[src/rtl/wave_recorder_if.sv]
// Stream-in / RAM-write-out bundle of the WAV recorder.
interface wave_recorder_if #(
    parameter int unsigned ADDR_W = 17
);
    logic              I_START;
    logic              I_STOP;
    logic [15:0]       I_SND;
    logic [ADDR_W-1:0] O_WR_ADDR;
    logic [7:0]        O_WR_DATA;
    logic              O_WR_EN;
    logic              O_BUSY;
    logic              O_DONE;
    logic [31:0]       O_DATA_SIZE;

    modport master (
        output I_START, I_STOP, I_SND,
        input  O_WR_ADDR, O_WR_DATA, O_WR_EN, O_BUSY, O_DONE, O_DATA_SIZE
    );
    modport slave (
        input  I_START, I_STOP, I_SND,
        output O_WR_ADDR, O_WR_DATA, O_WR_EN, O_BUSY, O_DONE, O_DATA_SIZE
    );
endinterface

[src/rtl/wave_recorder.sv]
// Records a signed 16-bit audio stream into byte RAM as a mono PCM WAV image:
// samples from byte 44 during capture, then the 44-byte header once the size is known.
module wave_recorder #(
    parameter int unsigned CLK_SPEED   = 24000000,
    parameter int unsigned SAMPLE_RATE = 48000,
    parameter int unsigned BITS        = 16,
    parameter int unsigned ADDR_W      = 17
) (
    input  logic           I_CLK,
    input  logic           I_RST,
    wave_recorder_if.slave bus
);
    localparam int unsigned     DIV   = CLK_SPEED / SAMPLE_RATE;
    localparam int unsigned     DIV_W = $clog2(DIV);
    localparam int unsigned     BPS   = BITS / 8;
    localparam int unsigned     HDR_B = 44;
    localparam longint unsigned CAP   = 64'd1 << ADDR_W;
    localparam logic [31:0]     MAXB  = 32'((CAP - 64'(HDR_B)) / 64'(BPS) * 64'(BPS));

    typedef enum logic [1:0] {ST_IDLE, ST_CAPTURE, ST_HEADER, ST_DONE} state_t;

    state_t             state_q, state_d;
    logic [DIV_W-1:0]   div_q, div_d;
    logic               start_prev_q, start_prev_d;
    logic [7:0]         snd_hi_q, snd_hi_d;
    logic               hi_pend_q, hi_pend_d;
    logic [5:0]         hdr_idx_q, hdr_idx_d;
    logic [ADDR_W-1:0]  wr_addr_q, wr_addr_d;
    logic [7:0]         wr_data_q, wr_data_d;
    logic               wr_en_q, wr_en_d;
    logic               busy_q, busy_d;
    logic               done_q, done_d;
    logic [31:0]        data_size_q, data_size_d;
    logic               tick;
    logic [ADDR_W-1:0]  data_addr;

    // Header byte at offset idx; words are little-endian, ASCII tags pre-swapped.
    function automatic logic [7:0] hdr_byte(input logic [5:0] idx, input logic [31:0] size);
        logic [31:0] word;
        case (idx[5:2])
            4'd0:    word = 32'h4646_4952;
            4'd1:    word = size + 32'd36;
            4'd2:    word = 32'h4556_4157;
            4'd3:    word = 32'h2074_6D66;
            4'd4:    word = 32'd16;
            4'd5:    word = 32'h0001_0001;
            4'd6:    word = 32'(SAMPLE_RATE);
            4'd7:    word = 32'(SAMPLE_RATE * BPS);
            4'd8:    word = {16'(BITS), 16'(BPS)};
            4'd9:    word = 32'h6174_6164;
            default: word = size;
        endcase
        return 8'(word >> {idx[1:0], 3'b000});
    endfunction

    always_comb begin
        state_d      = state_q;
        div_d        = div_q;
        start_prev_d = bus.I_START;
        snd_hi_d     = snd_hi_q;
        hi_pend_d    = 1'b0;
        hdr_idx_d    = hdr_idx_q;
        wr_addr_d    = wr_addr_q;
        wr_data_d    = wr_data_q;
        wr_en_d      = 1'b0;
        data_size_d  = data_size_q;
        tick         = (div_q == DIV_W'(DIV - 1));
        data_addr    = ADDR_W'(data_size_q + 32'(HDR_B));

        case (state_q)
            ST_IDLE: begin
                if (bus.I_START && !start_prev_q) begin
                    state_d     = ST_CAPTURE;
                    div_d       = '0;
                    data_size_d = '0;
                    hdr_idx_d   = '0;
                end
            end
            ST_CAPTURE: begin
                div_d = tick ? '0 : div_q + DIV_W'(1);
                // A pending high byte always lands, even when stop arrives with it.
                if (hi_pend_q) begin
                    wr_en_d     = 1'b1;
                    wr_addr_d   = data_addr;
                    wr_data_d   = snd_hi_q;
                    data_size_d = data_size_q + 32'd1;
                    if (bus.I_STOP) state_d = ST_HEADER;
                end else if (bus.I_STOP) begin
                    state_d = ST_HEADER;
                end else if (tick) begin
                    if (data_size_q == MAXB) begin
                        state_d = ST_HEADER;
                    end else begin
                        wr_en_d     = 1'b1;
                        wr_addr_d   = data_addr;
                        data_size_d = data_size_q + 32'd1;
                        snd_hi_d    = bus.I_SND[15:8];
                        if (BITS == 8) begin
                            wr_data_d = bus.I_SND[15:8] ^ 8'h80;
                        end else begin
                            wr_data_d = bus.I_SND[7:0];
                            hi_pend_d = 1'b1;
                        end
                    end
                end
            end
            ST_HEADER: begin
                wr_en_d   = 1'b1;
                wr_addr_d = ADDR_W'(hdr_idx_q);
                wr_data_d = hdr_byte(hdr_idx_q, data_size_q);
                hdr_idx_d = hdr_idx_q + 6'd1;
                if (hdr_idx_q == 6'(HDR_B - 1)) state_d = ST_DONE;
            end
            ST_DONE:  state_d = ST_IDLE;
            default:  state_d = ST_IDLE;
        endcase

        busy_d = (state_d == ST_CAPTURE) || (state_d == ST_HEADER);
        done_d = (state_d == ST_DONE);
    end

    always_ff @(posedge I_CLK or posedge I_RST) begin
        if (I_RST) begin
            state_q      <= ST_IDLE;
            div_q        <= '0;
            start_prev_q <= 1'b0;
            snd_hi_q     <= '0;
            hi_pend_q    <= 1'b0;
            hdr_idx_q    <= '0;
            wr_addr_q    <= '0;
            wr_data_q    <= '0;
            wr_en_q      <= 1'b0;
            busy_q       <= 1'b0;
            done_q       <= 1'b0;
            data_size_q  <= '0;
        end else begin
            state_q      <= state_d;
            div_q        <= div_d;
            start_prev_q <= start_prev_d;
            snd_hi_q     <= snd_hi_d;
            hi_pend_q    <= hi_pend_d;
            hdr_idx_q    <= hdr_idx_d;
            wr_addr_q    <= wr_addr_d;
            wr_data_q    <= wr_data_d;
            wr_en_q      <= wr_en_d;
            busy_q       <= busy_d;
            done_q       <= done_d;
            data_size_q  <= data_size_d;
        end
    end

    assign bus.O_WR_ADDR   = wr_addr_q;
    assign bus.O_WR_DATA   = wr_data_q;
    assign bus.O_WR_EN     = wr_en_q;
    assign bus.O_BUSY      = busy_q;
    assign bus.O_DONE      = done_q;
    assign bus.O_DATA_SIZE = data_size_q;
endmodule

[src/flat_wrapper.sv]
// flat-port wrapper written by rule: the top's interface ports become plain ports
module wave_recorder_flat 
#(
    parameter int unsigned CLK_SPEED   = 24000000,
    parameter int unsigned SAMPLE_RATE = 48000,
    parameter int unsigned BITS        = 16,
    parameter int unsigned ADDR_W      = 17
)
  (I_CLK, I_RST, bus_I_START, bus_I_STOP, bus_I_SND, bus_O_WR_ADDR, bus_O_WR_DATA, bus_O_WR_EN, bus_O_BUSY, bus_O_DONE, bus_O_DATA_SIZE);
  wave_recorder_if #(.ADDR_W(ADDR_W)) bus_i ();
  input  logic I_CLK;
  input  logic I_RST;
  input wire logic [$bits(bus_i.I_START)-1:0] bus_I_START;
  input wire logic [$bits(bus_i.I_STOP)-1:0] bus_I_STOP;
  input wire logic [$bits(bus_i.I_SND)-1:0] bus_I_SND;
  output wire logic [$bits(bus_i.O_WR_ADDR)-1:0] bus_O_WR_ADDR;
  output wire logic [$bits(bus_i.O_WR_DATA)-1:0] bus_O_WR_DATA;
  output wire logic [$bits(bus_i.O_WR_EN)-1:0] bus_O_WR_EN;
  output wire logic [$bits(bus_i.O_BUSY)-1:0] bus_O_BUSY;
  output wire logic [$bits(bus_i.O_DONE)-1:0] bus_O_DONE;
  output wire logic [$bits(bus_i.O_DATA_SIZE)-1:0] bus_O_DATA_SIZE;
  assign bus_i.I_START = bus_I_START;
  assign bus_i.I_STOP = bus_I_STOP;
  assign bus_i.I_SND = bus_I_SND;
  assign bus_O_WR_ADDR = bus_i.O_WR_ADDR;
  assign bus_O_WR_DATA = bus_i.O_WR_DATA;
  assign bus_O_WR_EN = bus_i.O_WR_EN;
  assign bus_O_BUSY = bus_i.O_BUSY;
  assign bus_O_DONE = bus_i.O_DONE;
  assign bus_O_DATA_SIZE = bus_i.O_DATA_SIZE;
  wave_recorder #(.CLK_SPEED(CLK_SPEED), .SAMPLE_RATE(SAMPLE_RATE), .BITS(BITS), .ADDR_W(ADDR_W)) u_core (.I_CLK(I_CLK), .I_RST(I_RST), .bus(bus_i));
endmodule
[config.mk]
export PLATFORM = sky130hd
export DESIGN_NAME = wave_recorder_flat
export DESIGN_NICKNAME = d
export VERILOG_FILES = /design/src/rtl/wave_recorder_if.sv /design/src/rtl/wave_recorder.sv /design/src/flat_wrapper.sv
export SDC_FILE = /design/constraint.sdc
export NUM_CORES = 1
export LEC_CHECK = 0
export ABC_CLOCK_PERIOD_IN_PS = 7300
export BUFFER_PORTS_ARGS = -buffer_cell sky130_fd_sc_hd__buf_2
export CORE_MARGIN = 2
export CORE_UTILIZATION = 40
export CTS_BUF_LIST = sky130_fd_sc_hd__clkbuf_2
export DETAILED_ROUTE_END_ITERATION = 10
export PLACE_DENSITY_LB_ADDON = 0.12
export SYNTH_ARGS = -nofsm -noshare
export SYNTH_HDL_FRONTEND = slang
export SYNTH_SLANG_ARGS = --single-unit
[constraint.sdc]
create_clock -name I_CLK -period 7.3 [get_ports I_CLK]
set_clock_uncertainty 0.15 [all_clocks]
set_input_delay 1.46 -clock I_CLK [delete_from_list [all_inputs] [get_ports I_CLK]]
set_output_delay 1.46 -clock I_CLK [all_outputs]
set_load 0.03 [all_outputs]
Word level (Yosys, flattened, before mapping)
Cells that the tools add are included.
{ "totals": {"register_bits": 87, "out_inout_bits": 60} }
{ "op_classes": {"n_addsub": 5, "n_eq_ne": 22, "shift": 1, "muxes": 38, "bitwise_logic": 3, "reduce_logical": 13} }
{ "op_table": {"columns": ["operator", "count"], "rows": [
  ["$pmux 32 s10", 1],
  ["$mux 32", 6],
  ["$mux 17", 4],
  ["$pmux 32 s2", 1],
  ["$pmux 17 s2", 1],
  ["$add 32x1->32 const B", 1],
  ["$add 32x6->32 const B", 1],
  ["$eq 32x17->1 const B", 1],
  ["$mux 8", 4],
  ["$shr 32x5->8", 1],
  ["$mux 9", 2],
  ["$pmux 9 s2", 1],
  ["$add 17x6->17 const B", 1],
  ["$eq 4x3->1 const B", 4],
  ["$pmux 8 s2", 1],
  ["$mux 2", 7],
  ["$pmux 6 s2", 1],
  ["$reduce_and 5->1", 2],
  ["$add 9x1->9 const B", 1],
  ["$eq 9x9->1 const B", 1],
  ["$eq 2x2->1 const B", 4],
  ["$eq 4x2->1 const B", 2],
  ["$eq 4x4->1 const B", 2],
  ["$pmux 2 s4", 1],
  ["other kinds (19)", 31]
]} }

Logic depth before layout (Yosys ltp)
Gate-level depths: netlist of run 1.
{ "logic_depth": {"ltp_word": 8, "depth_mapped": 11} }

Worst setup path before layout of run 1
No wires, ideal clock.
{ "synth_path": {"kind": "input -> register", "from": "in bus_I_START", "to": "reg u_core.data_size_q[28], in the netlist u_core.bus.O_DATA_SIZE[28]", "setup_time_ns": 0.078, "arrival_ns": 2.903, "t_required_ns": 7.072, "setup_slack_ns": 4.169, "path_stages": 7, "path_buffers": 1, "path_cell_list": "nand3b_1 nor2b_1 clkbuf_1 a211oi_2 nand3_1 or4_1 a21oi_1"} }
{ "synth_via": {"elab_chain_len": 3} }
{ "synth_lines": {"columns": ["element", "line", "source"], "rows": [
  ["start: declaration", "flat_wrapper.sv:13", "input wire logic [$bits(bus_i.I_START)-1:0] bus_I_START;"],
  ["$logic_and 1x1->1", "wave_recorder.sv:72", "if (bus.I_START && !start_prev_q) begin"],
  ["$ne 2x1->1 (no source line)", null, null],
  ["$reduce_and 5->1 (no source line)", null, null],
  ["end signal: assignment", "wave_recorder.sv:148", "data_size_q <= data_size_d;"],
  ["end: declaration", "wave_recorder.sv:33", "logic [31:0] data_size_q, data_size_d;"]
]} }
No other way between the ends.
A chain may end at the register's enable or synchronous reset.

Final worst setup path of run 1
{ "layout_path": {"from": "reg u_core.data_size_q[6], in the netlist u_core.bus.O_DATA_SIZE[6]", "to": "out bus_O_DATA_SIZE[6]"} }
{ "layout_lines": {"columns": ["element", "line", "source"], "rows": [
  ["end: declaration", "flat_wrapper.sv:21", "output wire logic [$bits(bus_i.O_DATA_SIZE)-1:0] bus_O_DATA_SIZE;"]
]} }
No word-level cell between the ends.

==> flow_metrics.py, run 1 <==
metrics = {
    "sta": {
        "fin_hold_ws_ns": 0.3530,
        "slew_violations": 0,
        "tightest_slew_ns": 1.115,
        "rsz0062_at_grt": "no",
        "final_hold_viol_count": 0,
        "tns_ns": 0,
        "fmaxAchievable_mhz": 294.5,
        "slew_headroom_pct": 25.17,
        "period_share_pct": 46.51,
        "report.final.setup_viol": 0,
        "period_minus_slack_ns": 3.395,
    },
    "grt": {
        "antenna_found_initial": 1,
        "grt_max_degree": 88,
        "grt_pass1_wl_um": 34400,
        "overflow": 0,
        "met1_usage_pct": 39.43,
        "grt_most_used_layer": "met2",
        "globalRouteMet3Util_pct": 4.469,
        "grt_usage_pct": 27.01,
        "groute.layer.met2.usage_pct": 39.82,
        "first_global_vias": 5721,
    },
    "critical_path": {
        "path_cells": "buf_2",
        "r2r_setup_slack_ns": 3.96,
        "crit_path_end": "bus_O_DATA_SIZE[6]",
        "path_max_fanout": 19,
        "crit_required_ns": 5.69,
        "slowest_delay_ns": 0.87,
        "path_depth": 1,
        "worstSetupPathType": "reg2out",
        "setup.worst_path.start": "u_core.bus.O_DATA_SIZE[6]",
        "reg2reg_from": "u_core.state_q[1]",
        "crit_buf_inv": 1,
        "arrival_ns": 1.79,
        "crit_slowest_cell": "dfrtp_1",
        "rr_worst_depth": 8,
        "rr_endpoint": "u_core.bus.O_WR_DATA[1]",
        "crit_family": "flip-flops",
        "cp-end-kind": "primary output",
        "setup.worst_path.start_class": "register",
    },
    "pwr": {
        "power_density_nw_per_um2": 261.4,
        "irDropWorstVdd_uv": 147.7,
        "leakage_nw": 2.924,
    },
    "cells_and_area": {
        "finalNetCount": 828,
        "fin_area_um2": 6875,
        "drive_gt1_share_pct": 17.21,
        "area_delta_synth_final_pct": 8.683,
        "n_fill_cell": 1601,
        "ff_latch_area_um2": 2177,
        "multi_input_area_um2": 3750,
    },
    "yosys": {
        "ys.flop_type": "dfrtp_1",
        "async_flop_share_pct": 100.0,
        "synth_area_um2": 6326,
        "ys_ff_latch": 87,
        "synth-seq-area-share_pct": 34.41,
        "synthCells": 761,
        "synthDistinctLibCells": 76,
        "yosysWarningCount": 0,
        "synth_area_per_cell_um2": 8.313,
        "syn_nets": 792,
        "synth_edf_count": 0,
    },
    "flow_run": {
        "drv_cap": 0,
    },
    "outcome": {
        "status": "completed",
    },
    "placement": {
        "port_buffers": 79,
        "placed_area_um2": 6760,
        "gp_congestion": 1.022,
        "place.detailed.hpwl_um": 15940,
    },
    "detailed_routing": {
        "drtIter0Drc": 630,
        "routed-via-count": 6136,
        "wl_per_cell_um": 21.66,
        "drcViolationCount": 0,
        "via_per_inst": 6.051,
        "antenna_left": 0,
        "wirelength_um": 21960,
        "drtPass1Iterations": 5,
    },
    "clock_tree": {
        "holdBufCountCts": 0,
        "cts-buffers-inserted": 9,
        "path_clk_slew_ns": 0.23,
        "clock_latency_ns": 0.60,
        "ctsResizeCount": 0,
        "htreeDepth": 3,
        "post_cts_buffers": 0,
        "cts-root-buf": "clkbuf_2",
        "cts_sinks": 87,
        "cts_buffer_depth": 2,
        "cts_tree": "done",
    },
    "floorplan": {
        "num_io_pins": 80,
        "start_util_pct": 41.31,
        "design.die.area_um2": 16840,
        "die_x_um": 129.8,
        "dieHeight_um": 129.8,
        "core_area_um2": 15310,
        "fp-row-count": 45,
    },
    "worst_hold_path": {
        "hold_class": "reg2reg",
    },
}
[per-stage QoR]
step / std cells / worst slack, ns / total power (W) / util [%]
floorplan: 761 / 3.440 / 0.001297 / -
global placement: 997 / 3.744 / 0.001529 / 44.14
detailed placement: 997 / 3.689 / 0.001544 / 44.14
CTS: 1013 / 3.869 / 0.001810 / 44.88
global route: 1014 / 3.589 / 0.001927 / 44.89
finish: 1014 / 3.905 / 0.001797 / 44.89
[Yosys cell counts (6+ instances only)]
cell type | number | area share, %
a31oi_1 | 9 | 0.89
or3_1 | 9 | 0.89
a21oi_1 | 39 | 3.1
ha_1 | 11 | 2.2
o31ai_1 | 25 | 3.0
and3_1 | 8 | 0.79
nor2_1 | 66 | 3.9
nor3b_1 | 6 | 0.71
dfrtp_1 | 87 | 34
o21ai_0 | 52 | 4.1
nor4_1 | 11 | 1.1
xnor2_1 | 23 | 3.2
o211ai_1 | 6 | 0.71
xor2_1 | 32 | 4.4
nor2b_1 | 9 | 0.89
mux2i_1 | 13 | 2.1
buf_1 | 7 | 0.42
nand3_1 | 34 | 2.7
clkbuf_1 | 29 | 1.7
nand4_1 | 27 | 2.7
nor3_1 | 16 | 1.3
or4_1 | 6 | 0.71
buf_2 | 22 | 1.7
mux2_4 | 8 | 1.9
inv_1 | 20 | 1.2
nand2_1 | 75 | 4.5
and4_1 | 8 | 1.1
[how the worst min path moves through the flow]
stage,from,to,slack (ns),cells after the start
finish,u_core.bus.O_WR_ADDR[7],u_core.bus.O_WR_ADDR[7],0.35,2
global route,u_core.bus.O_WR_ADDR[3],u_core.bus.O_WR_ADDR[3],0.38,2
CTS,u_core.bus.O_WR_ADDR[7],u_core.bus.O_WR_ADDR[7],0.36,2
detailed placement,u_core.bus.O_WR_ADDR[7],u_core.bus.O_WR_ADDR[7],0.31,2
global placement,u_core.bus.O_WR_ADDR[3],u_core.bus.O_WR_ADDR[3],0.31,2
floorplan,u_core.div_q[8],u_core.div_q[8],0.30,1
[registers in the layout (all words and copies together), names as in the netlist]
name,flops
u_core.div_q,9
u_core.start_prev_q,1
u_core.snd_hi_q,8
u_core.hi_pend_q,1
u_core.state_q,2
u_core.bus.O_WR_EN,1
u_core.bus.O_BUSY,1
u_core.bus.O_WR_ADDR,17
u_core.bus.O_DONE,1
u_core.bus.O_WR_DATA,8
u_core.bus.O_DATA_SIZE,32
u_core.hdr_idx_q,6
[power by group]
group          switching (W)  total [W]  internal (W)
Clock               0.000178   0.000260     0.0000817
Combinational       0.000627   0.000885      0.000258
Sequential         0.0000882   0.000652      0.000564
[metal layers]
metal / up-vias / share of wire [%]
li1: 2850 / -
met1: 2969 / 45
met2: 272 / 44
met3: 45 / 7.9
met4: 0 / 3.3
met5: - / 0
[cells by family after synthesis]
group / share of synthesized area (%)
xor gates and xnor gates: 7.615
AOI/OAI and AO/OA: 19.05
and+or+nand+nor: 26.07
adders and majority gates: 2.176
DFF: 34.41
buffers and inverters: 6.369
muxes: 4.312
[placed cells by master, fill, tap and decap left out, types with 11 or more instances in the layout]
cell | synthesis | routed
nor2_1 | 66 | 65
nand2_1 | 75 | 75
o21ai_0 | 52 | 52
xor2_1 | 32 | 32
buf_2 | 22 | 79
buf_4 | 4 | 12
ha_1 | 11 | 11
o31ai_1 | 25 | 25
nor4_1 | 11 | 11
nand3_1 | 34 | 34
mux2i_1 | 13 | 13
a21oi_1 | 39 | 39
nand4_1 | 27 | 27
dfrtp_1 | 87 | 87
nor3_1 | 16 | 16
clkbuf_2 | 0 | 11
inv_1 | 20 | 19
xnor2_1 | 23 | 23
[area by class of cell]
class,instances,area share (%)
Antenna cell,1,0.03640
Timing Repair Buffer,91,7.061
Clock buffer,11,0.8007
Multi-Input combinational cell,586,54.54
Clock inverter,5,0.8371
Tap cell,211,3.840
Sequential cell,87,31.67
Inverter,22,1.219
No activity file was read; power rests on OpenSTA's default activity.
==> run 2, diff against run 1 <==
--- a/config.mk
+++ b/config.mk
@@ -5,7 +5,7 @@
 export SDC_FILE = /design/constraint.sdc
 export NUM_CORES = 1
 export LEC_CHECK = 0
-export ABC_CLOCK_PERIOD_IN_PS = 7300
+export ABC_CLOCK_PERIOD_IN_PS = 2850
 export BUFFER_PORTS_ARGS = -buffer_cell sky130_fd_sc_hd__buf_2
 export CORE_MARGIN = 2
 export CORE_UTILIZATION = 40
==> constraint.sdc (replaced) <==
create_clock -name I_CLK -period 2.85 [get_ports I_CLK]
set_clock_uncertainty 0.15 [all_clocks]
set_input_delay 0.57 -clock I_CLK [delete_from_list [all_inputs] [get_ports I_CLK]]
set_output_delay 0.57 -clock I_CLK [all_outputs]
set_load 0.03 [all_outputs]
==> flow_metrics.py, run 2 (synthesis gave the netlist of run 1 again) <==
metrics = {
    "floorplan": {
        "design.die.area_um2": 16840,
        "num_io_pins": 80,
        "start_util_pct": 41.31,
        "dieHeight_um": 129.8,
        "fp-row-count": 45,
        "die_x_um": 129.8,
        "core_area_um2": 15310,
    },
    "grt": {
        "grt_pass1_wl_um": 36240,
        "first_global_vias": 6154,
        "overflow": 0,
        "antenna_found_initial": 1,
        "grt_max_degree": 63,
        "grt_usage_pct": 28.76,
    },
    "critical_path": {
        "arrival_ns": 3.11,
        "slowest_delay_ns": 0.69,
        "path_max_fanout": 11,
        "worstSetupPathType": "reg2reg",
        "crit_required_ns": 3.25,
        "cp-end-kind": "register",
        "path_cells": "nand4_2, or3_1, or4b_1, a31oi_1, o41ai_1, o21ai_1",
        "crit_slowest_cell": "dfrtp_1",
        "r2r_setup_slack_ns": 0.14,
        "setup.worst_path.start_class": "register",
    },
    "placement": {
        "place.detailed.hpwl_um": 18310,
        "port_buffers": 79,
        "placed_area_um2": 7351,
        "gp_congestion": 0.9856,
    },
    "clock_tree": {
        "htreeDepth": 3,
        "cts-root-buf": "clkbuf_2",
        "clock_latency_ns": 0.66,
        "cts_buffer_depth": 2,
        "path_clk_slew_ns": 0.27,
        "cts-buffers-inserted": 9,
        "cts_sinks": 87,
        "cts_tree": "done",
    },
    "detailed_routing": {
        "top_layer_used": "met4",
        "drcViolationCount": 0,
        "drtPass1Iterations": 5,
        "met1_length_um": 10360,
        "wl_met2_um": 10600,
        "met3WireLength_um": 1856,
        "via_per_inst": 5.851,
        "drtIter0Drc": 642,
        "routed-via-count": 6436,
        "wl_per_cell_um": 21.35,
        "antenna_left": 0,
        "wirelength_um": 23490,
    },
    "cells_and_area": {
        "area_delta_synth_final_pct": 20.27,
        "multi_input_area_um2": 3782,
        "layout.cells.most_common": "dfrtp_1",
        "ff_latch_area_um2": 2180,
        "utilization_pct": 49.68,
        "largest_register_ffs": 32,
        "final_cell_mix": "dfrtp_1 (85), buf_4 (84), buf_2 (79)",
        "drive_gt1_share_pct": 24.69,
        "n_fill_cell": 1570,
        "finalNetCount": 913,
        "fin_area_um2": 7609,
    },
    "pwr": {
        "leakage_nw": 3.371,
        "irDropWorstVdd_uv": 524.0,
        "power_density_nw_per_um2": 654.1,
    },
    "sta": {
        "period_minus_slack_ns": 2.707,
        "period_share_pct": 95.00,
        "slew_headroom_pct": 47.54,
        "tightest_slew_ns": 0.7797,
        "fmaxAchievable_mhz": 369.4,
        "final_hold_viol_count": 0,
        "slew_violations": 0,
        "report.final.setup_viol": 0,
    },
    "outcome": {
        "status": "completed",
    },
    "flow_run": {
        "drv_cap": 0,
    },
    "worst_hold_path": {
        "hold_class": "in2reg",
    },
}
-- run 2: cell count changes in the layout (fill, tap and decap cells not counted), sizes merged --
| cell | before | now |
|---|---|---|
| dlygate4sd3 | 0 | 10 |
| clkbuf | 11 | 9 |
| clkinvlp | 2 | 1 |
| inv | 20 | 22 |
| clkinv | 4 | 5 |
| diode | 1 | 2 |
| buf | 91 | 166 |
-- run 2: final timing paths --
path	endpoint	start	depth (start not counted)
setup / recovery	u_core.bus.O_WR_DATA[4]	u_core.bus.O_DATA_SIZE[14]	6
hold / removal	u_core.state_q[0]	bus_I_STOP	4
setup reg to reg	u_core.bus.O_WR_DATA[4]	u_core.bus.O_DATA_SIZE[14]	6
hold reg to reg	u_core.div_q[8]	u_core.div_q[8]	1
max in group asynchronous	u_core.bus.O_DATA_SIZE[18]	I_RST	4
min in group asynchronous	u_core.bus.O_WR_ADDR[2]	I_RST	3
-- run 2: area by class of cell --
cell class                      instances  share of cell area, %
Tap cell                              211                  3.470
Antenna cell                            2                0.06578
Inverter                               22                  1.135
Sequential cell                        87                  28.65
Multi-Input combinational cell        586                  49.71
Timing Repair Buffer                  176                  15.47
Clock buffer                            9                 0.5920
Clock inverter                          7                 0.9045
-- run 2: repair_timing --
| item | CTS | global route |
|---|---|---|
| gates resized for setup | 0 | 10 |
| hold buffers | 10 | 0 |
| endpoints found under the hold margin | 34 | 0 |
| setup buffers | 0 | 0 |
| setup endpoints to repair | 0 | 15 |
-- run 2: power by group --
| group | total, W | switching [W] | internal, W |
|---|---|---|---|
| registers | 0.00163 | 0.000187 | 0.00145 |
| clock network | 0.000666 | 0.000461 | 0.000205 |
| logic | 0.00268 | 0.00175 | 0.000925 |
-- run 2: per-stage QoR --
step                instances  setup WS, ns  setup TNS [ns]  power, W  hold WS (ns)
CTS                      1098       0.05571               0  0.004981        0.1268
global placement         1072        0.1461               0  0.004248        0.3086
finish                   1100        0.1426               0  0.004977        0.1557
global route             1100     -0.004655       -0.004655  0.005321        0.1228
detailed placement       1072        0.1089               0  0.004282        0.3143
floorplan                 761        0.2003               0  0.003323        0.2963
-- run 2: critical path, delay by kind of cell, from the launching register on --
kind / cells / cell delay, ns
flops: 1 / 0.69
compound gates: 3 / 0.52
simple gates: 3 / 1.27
-- run 2: per-layer routing --
layer  global-route usage, %  up-vias
met3                   6.273       38
met1                   40.33     3098
li1                        -     3005
met2                   44.47      295
met5                       0        -
met4                   8.982        0
==> run 3, diff against run 2 <==
--- a/config.mk
+++ b/config.mk
@@ -7,7 +7,6 @@
 export LEC_CHECK = 0
 export ABC_CLOCK_PERIOD_IN_PS = 2850
 export BUFFER_PORTS_ARGS = -buffer_cell sky130_fd_sc_hd__buf_2
-export CORE_MARGIN = 2
 export CORE_UTILIZATION = 40
 export CTS_BUF_LIST = sky130_fd_sc_hd__clkbuf_2
 export DETAILED_ROUTE_END_ITERATION = 10
==> flow_metrics.py, run 3 (synthesis gave the netlist of run 1 again) <==
metrics = {
    "grt": {
        "met1_usage_pct": 43.65,
        "grt_max_degree": 32,
        "groute.layer.met2.usage_pct": 46.71,
        "overflow": 0,
        "globalRouteMet3Util_pct": 6.344,
        "grt_pass1_wl_um": 37650,
        "first_global_vias": 6293,
        "grt_usage_pct": 30.90,
        "grt_most_used_layer": "met2",
        "antenna_found_initial": 1,
    },
    "floorplan": {
        "start_util_pct": 41.31,
        "die_x_um": 127.8,
        "fp-row-count": 45,
        "dieHeight_um": 127.8,
        "design.die.area_um2": 16320,
        "core_area_um2": 15310,
        "num_io_pins": 80,
    },
    "sta": {
        "tns_ns": 0,
        "period_minus_slack_ns": 2.738,
        "report.final.setup_viol": 0,
        "final_hold_viol_count": 0,
        "slew_violations": 0,
        "slew_headroom_pct": 52.91,
        "fmaxAchievable_mhz": 365.2,
        "period_share_pct": 96.08,
        "rsz0062_at_grt": "no",
        "fin_hold_ws_ns": 0.2307,
        "tightest_slew_ns": 0.7010,
        "setup_ws_ns": 0.1118,
    },
    "critical_path": {
        "crit_path_end": "u_core.bus.O_BUSY",
        "path_max_fanout": 5,
        "rr_worst_depth": 9,
        "rr_endpoint": "u_core.bus.O_BUSY",
        "crit_required_ns": 3.22,
        "reg2reg_from": "u_core.bus.O_DATA_SIZE[3]",
        "cp-end-kind": "register",
        "setup.worst_path.start": "u_core.bus.O_DATA_SIZE[3]",
        "setup.worst_path.start_class": "register",
        "arrival_ns": 3.10,
        "r2r_setup_slack_ns": 0.11,
        "worstSetupPathType": "reg2reg",
    },
    "placement": {
        "port_buffers": 79,
        "dp_slack_ns": 0.07680,
        "place.detailed.hpwl_um": 18990,
        "gp_congestion": 0.9739,
    },
    "pwr": {
        "power_density_nw_per_um2": 653.1,
        "irDropWorstVdd_uv": 465.7,
        "leakage_nw": 3.435,
    },
    "detailed_routing": {
        "drcViolationCount": 0,
        "wl_per_cell_um": 21.85,
        "drtIter0Drc": 703,
        "drtPass1Iterations": 5,
        "wirelength_um": 24320,
        "antenna_left": 0,
        "routed-via-count": 6586,
        "via_per_inst": 5.917,
    },
    "flow_run": {
        "drv_cap": 0,
    },
    "cells_and_area": {
        "finalNetCount": 927,
        "drive_gt1_share_pct": 26.30,
        "layout.cells.most_common": "buf_4",
        "area_delta_synth_final_pct": 21.74,
        "final_cell_mix": "buf_4 (100), dfrtp_1 (86), buf_2 (79)",
        "largest_register_ffs": 32,
        "n_fill_cell": 1557,
    },
    "outcome": {
        "status": "completed",
    },
    "clock_tree": {
        "cts_tree": "done",
        "cts-buffers-inserted": 9,
        "cts_sinks": 87,
        "htreeDepth": 3,
        "cts_buffer_depth": 2,
        "path_clk_slew_ns": 0.24,
        "clock_latency_ns": 0.62,
        "cts-root-buf": "clkbuf_2",
    },
    "worst_hold_path": {
        "hold_depth": 5,
        "hold_class": "in2reg",
    },
}
-- run 3: worst min path at each step --
stage                                   startpoint                       end
after global placement    u_core.bus.O_WR_ADDR[10]  u_core.bus.O_WR_ADDR[10]
after floorplan                    u_core.div_q[8]           u_core.div_q[8]
after CTS                             bus_I_SND[9]        u_core.snd_hi_q[1]
final                                 bus_I_SND[2]   u_core.bus.O_WR_DATA[2]
after detailed placement  u_core.bus.O_WR_ADDR[15]  u_core.bus.O_WR_ADDR[15]
after global routing                    bus_I_STOP         u_core.state_q[0]
-- run 3: worst max-delay path: stages (launching register included) --
cell	delay (ns)
dfrtp_1	0.49
inv_1	0.12
ha_1	0.19
nand4b_1	0.20
nor4_4	0.47
and4_1	0.30
a21o_1	0.14
a21oi_1	0.06
o21ai_0	0.26
ha_1	0.30
-- run 3: metal layers --
layer  share of wire [%]  routed length [um]
met5                   0                   0
met3                 8.3                2010
met4                 2.8                 673
met1                  45               10880
met2                  44               10760
-- run 3: final cells by class --
class / count / area, um2 / share of cell area [%]
Multi-Input combinational cell: 586 / 3792 / 49.24
Sequential cell: 87 / 2178 / 28.29
Timing Repair Buffer: 190 / 1266 / 16.44
Tap cell: 211 / 264.0 / 3.428
Inverter: 22 / 86.33 / 1.121
Clock inverter: 5 / 56.30 / 0.7311
Clock buffer: 11 / 55.05 / 0.7149
Antenna cell: 1 / 2.502 / 0.03249
-- run 3: power by group --
part	internal (W)	leakage [nW]	total, W	switching [W]
clock	0.000210	0.0723	0.000683	0.000473
combinational	0.000933	2.19	0.00270	0.00176
sequential	0.00144	1.18	0.00165	0.000205
total	0.00259	3.44	0.00503	0.00244
-- run 3: what timing repair did --
action                                  in CTS  in global routing
buffers inserted                             0                  2
endpoints found under the hold margin       29                  5
gates resized for setup                      0                 10
hold buffers                                 5                  5
endpoints found under the setup margin       0                 18
-- run 3: stage by stage --
stage          total power, W  cells  utilization, %  cell area (um2)
2_1_floorplan        0.003323    761               -             6330
3_3_place_gp         0.004259   1084           48.50             7428
3_5_place_dp         0.004300   1084           48.50             7428
4_1_cts              0.004989   1105           49.56             7590
5_1_grt              0.005343   1113           50.29             7701
6_report             0.005029   1113           50.29             7701
